### src/rtl/cache_transfer_ctrl.sv
// cache_transfer_ctrl: miss-service FSM sequencing optional write-back then refill bursts
module cache_transfer_ctrl #(
  parameter int AXI_ADDR_WIDTH = 64,
  parameter int BLOCK_WIDTH    = 512,
  parameter int TIMEOUT_CYCLES = 256
) (
  input  logic                      i_clk,
  input  logic                      i_arst,
  input  logic                      i_miss_req,
  input  logic                      i_dirty,
  input  logic [AXI_ADDR_WIDTH-1:0] i_victim_addr,
  input  logic [AXI_ADDR_WIDTH-1:0] i_miss_addr,
  input  logic                      i_axi_beat_done,
  input  logic                      i_count_done,
  input  logic                      i_axi_error,
  output logic                      o_start_write,
  output logic                      o_start_read,
  output logic [AXI_ADDR_WIDTH-1:0] o_addr_cache,
  output logic                      o_block_we,
  output logic                      o_busy,
  output logic                      o_done,
  output logic                      o_error
);
  localparam int OFF = $clog2(BLOCK_WIDTH / 8);
  localparam int TW = $clog2(TIMEOUT_CYCLES);
  localparam logic [TW-1:0] TMAX = TW'(TIMEOUT_CYCLES - 1);
  typedef enum logic [2:0] {IDLE, WB, GAP, REFILL, INSTALL, ERR} state_e;
  state_e state_q, state_d;
  logic [AXI_ADDR_WIDTH-1:0] victim_q, victim_d, miss_q, miss_d;
  logic [TW-1:0] tmo_q, tmo_d;
  logic xfer, tmo, accept;
  always_comb begin
    xfer = state_q == WB || state_q == REFILL;
    tmo = xfer && !i_axi_beat_done && tmo_q == TMAX;
    accept = state_q == IDLE && i_miss_req;
    state_d = state_q;
    case (state_q)
      IDLE:    state_d = i_miss_req ? (i_dirty ? WB : REFILL) : IDLE;
      WB:      state_d = i_axi_error ? ERR : i_count_done ? GAP : tmo ? ERR : WB;
      GAP:     state_d = REFILL;
      REFILL:  state_d = i_axi_error ? ERR : i_count_done ? INSTALL : tmo ? ERR : REFILL;
      default: state_d = IDLE;
    endcase
    victim_d = accept ? {i_victim_addr[AXI_ADDR_WIDTH-1:OFF], {OFF{1'b0}}} : victim_q;
    miss_d = accept ? {i_miss_addr[AXI_ADDR_WIDTH-1:OFF], {OFF{1'b0}}} : miss_q;
    // the per-beat watchdog restarts on every beat and on every state change
    tmo_d = (!xfer || i_axi_beat_done || state_d != state_q) ? '0 : tmo_q + 1'b1;
  end
  always_ff @(posedge i_clk or negedge i_arst) begin
    if (!i_arst) begin
      state_q  <= IDLE;
      victim_q <= '0;
      miss_q   <= '0;
      tmo_q    <= '0;
    end else begin
      state_q  <= state_d;
      victim_q <= victim_d;
      miss_q   <= miss_d;
      tmo_q    <= tmo_d;
    end
  end
  assign o_start_write = state_q == WB;
  assign o_start_read  = state_q == REFILL;
  assign o_addr_cache  = state_q == WB ? victim_q : state_q == REFILL ? miss_q : '0;
  assign o_block_we    = state_q == INSTALL;
  assign o_done        = state_q == INSTALL;
  assign o_error       = state_q == ERR;
  assign o_busy        = state_q != IDLE;
endmodule

### config.mk
export PLATFORM = sky130hd
export DESIGN_NAME = cache_transfer_ctrl
export DESIGN_NICKNAME = d
export VERILOG_FILES = /design/src/rtl/cache_transfer_ctrl.sv
export SDC_FILE = /design/constraint.sdc
export NUM_CORES = 1
export LEC_CHECK = 0
export BUFFER_PORTS_ARGS = -buffer_cell sky130_fd_sc_hd__buf_2
export CAP_MARGIN = 10
export CELL_PAD_IN_SITES_DETAIL_PLACEMENT = 2
export CELL_PAD_IN_SITES_GLOBAL_PLACEMENT = 2
export CORE_ASPECT_RATIO = 1.2
export CORE_MARGIN = 4
export CORE_UTILIZATION = 33
export CTS_BUF_LIST = sky130_fd_sc_hd__clkbuf_8
export CTS_CLUSTER_SIZE = 16
export DETAILED_ROUTE_END_ITERATION = 16
export PLACE_DENSITY = 0.87
export SETUP_SLACK_MARGIN = 0.15
export SLEW_MARGIN = 30
export SYNTH_ARGS = -nofsm -noshare
export SYNTH_HDL_FRONTEND = slang
export SYNTH_SLANG_ARGS = --single-unit
### constraint.sdc
create_clock -name i_clk -period 2.6 [get_ports i_clk]
set_clock_uncertainty 0.15 [all_clocks]
set_input_delay 0.52 -clock i_clk [delete_from_list [all_inputs] [get_ports i_clk]]
set_output_delay 0.52 -clock i_clk [all_outputs]
set_load 0.005 [all_outputs]
==> run metrics <==
Unique masters post-synth 35; EDFF count, synth 0; I/O pin count between 200 and 250; RSZ-0062 raised after global routing yes; largest family of logic cells by synthesized area multiplexers; CTS Buf Count 17; Buf/Inv on CP 3; Pwr per Cell Area roughly 1200 nW/µm²; required time worst endpoint 1930 ps; Crit Path Class reg -> out; Post-Synthesis Cells 442; Worst-Margin Slew 706 ps; setup violators final 0; Final period util around nine tenths; post-layout util 43.1%; register area share after synthesis 54.5%; CTS H-tree depth 4; Post-Synthesis Cell Area 5830 µm²; Worst-Skew Late Latency 430 ps; fin crit period 2380 ps; Synth Flop Type dfrtp_1; outcome finished, final reports clean; Mean Syn Cell Area 13.2 µm²; Total GRT Usage 17.1%; Crit path max-delay family buffers and inverters; Vias 4174; pin count of the biggest net entering global routing about 130; final hold violations 0; leakage power 0.00352 µW; DRC 0; post-detail-place hpwl 11.9 mm; drt pass-1 iters 4; adder-cell share of the synthesized area less than 1%; top cell type's share of synthesized area about 55%; DR iter-0 viols 116; simple-gate share of the synthesized area 7.02%; layout cells sized above 1 about 48%; die footprint 19900 µm²; Crit-path slowest cell dfrtp_4; Syn-to-layout area delta 26.6%; core area roughly 17000 µm²; slew margin rel. 52.9%; Synth warnings 0; data arrival time of the critical path 1710 ps; Crit path largest cell delay 460 ps; Reg clk slew, reported paths about 90 ps; Startpoint Class flip-flop; most numerous cell in the Yosys netlist dfrtp_1; final max-slew violation count 0; worst-path fanout max 43; Placer Congestion between 0.7 and 0.8; post-synthesis mux area share 32.4%; XOR/XNOR Fraction of Synth Area 0.451%; Peak VDD IR 0.524 mV; Fin Setup TNS 0 ps; row count 52; CTS tree built; Synth top cells by count dfrtp_1 (127), mux2_2 (76), nor2_1 (65), mux2i_1 (58), mux2_1 (40); critical path, cell by cell buf_16 > inv_1 > and3_1 > buf_2; die width about 130 µm; Max-Cap Viols 0; vias per inst 4.86; CTS Root Cell clkbuf_8; Hold WC Path Type in -> async; initial antenna violation count 2; nets@finish 763; synthesized flop and latch total 127; top post-synthesis cells by area dfrtp_1 (55%), mux2_2 (15%), mux2i_1 (10%), mux2_1 (7.7%), nor2_1 (4.2%); Post-Route WL 16.6 mm; Initial Utilization 34.1%; grt ovf 0; f_max 421 MHz; Final ANT Viol Nets 0; DR WL/cell 19.4 µm; cell taking the most area after synthesis dfrtp_1; Die Ht around 150 µm; IO Port Bufs 186; vias in the first global route 4916; CTS sink cnt roughly 130; clk buf depth 2; cts hold-fix bufs 0; Synth async-reset ratio 100%; CP Capture Type primary output; Synth Area in Compound Gates between 1 and 1.5%; first-pass GRT wire length 26.4 mm
==> flip-flops by register name, indices dropped and copies added, names as in the netlist <==
name	flops
tmo_q	8
state_q	3
miss_q	58
victim_q	58
==> logic make-up (layout without fill, tap and decap cells) <==
| group | count (synthesis) | in the layout |
|---|---|---|
| AOI/OAI and AO/OA | 11 | 11 |
| muxes | 174 | 174 |
| adders and majority gates | 1 | 1 |
| xor gates and xnor gates | 3 | 3 |
| and+or+nand+nor | 89 | 89 |
| DFF | 127 | 127 |
| other | 1 | 8 |
| buffers and inverters | 36 | 229 |
==> metal layers <==
layer  up-vias  wire length (µm)  track usage (%)
met1      2134              6110             18.5
met2       121              9210             31.3
met3        21               989             4.68
met4         0               310             6.40
li1       1898                 -                -
met5         -                 0                0
==> path summary, 6_finish.rpt <==
check	start	end	slack (ps)	cells after the start
max	state_q[1]	o_error	220	4
min	i_arst	miss_q[23]	40	2
max reg2reg	state_q[0]	miss_q[61]	450	4
min reg2reg	victim_q[61]	victim_q[61]	340	1
max in group asynchronous	i_arst	victim_q[40]	1720	2
min in group i_clk	i_miss_addr[29]	miss_q[29]	140	2
==> stage by stage <==
step,setup slack [ps],cell area [µm²],hold slack [ps],total power (µW),cells
after floorplan,742,5850,74.4,5800,447
after global placement,519,6970,316,6950,824
after detailed placement,457,6970,329,7300,824
after CTS,170,7360,50.1,9060,856
after global routing,126,7380,88.7,9600,858
final,225,7380,35.2,8900,858
==> cells in the final DEF (no fill, tap or decap), types with 2 or more instances in the layout <==
| cell | Yosys | routed |
|---|---|---|
| a311oi_1 | 2 | 2 |
| nor2_1 | 65 | 64 |
| buf_2 | 7 | 185 |
| nand4_1 | 2 | 2 |
| dfrtp_1 | 127 | 126 |
| clkbuf_8 | 0 | 18 |
| clkinvlp_4 | 0 | 7 |
| nand2_1 | 2 | 2 |
| buf_12 | 0 | 5 |
| bufinv_16 | 0 | 2 |
| diode_2 | 0 | 2 |
| a21oi_1 | 3 | 3 |
| clkinv_2 | 0 | 2 |
| xor2_1 | 2 | 2 |
| and3_1 | 3 | 3 |
| mux2i_1 | 58 | 58 |
| mux2_2 | 76 | 76 |
| inv_1 | 3 | 4 |
| o21ai_0 | 2 | 2 |
| o31ai_1 | 2 | 2 |
| nor3_1 | 2 | 2 |
| buf_4 | 14 | 2 |
| conb_1 | 1 | 6 |
| nor2b_1 | 2 | 2 |
| nand3_1 | 3 | 3 |
| mux2_1 | 40 | 40 |
==> where the power goes <==
group,leakage [µW],switching (µW),internal (µW)
Sequential,0.00152,527,2940
Combinational,0.00182,1770,1960
Clock,0.000181,838,873
Total,0.00352,3140,5770
==> area by class of cell <==
cell class | instances | area, µm²
Timing Repair Buffer | 194 | 1080
Fill cell | 1786 | 9730
Sequential cell | 127 | 3180
Antenna cell | 2 | 5.00
Inverter | 3 | 11.3
Clock buffer | 18 | 248
Multi-Input combinational cell | 284 | 2440
Tap cell | 216 | 270
Clock inverter | 14 | 144
==> repair_timing <==
item,4_1_cts,5_1_grt
setup buffers,0,0
endpoints found under the setup margin,0,10
gates resized for setup,0,3
Power figures use the tool's default switching activity.
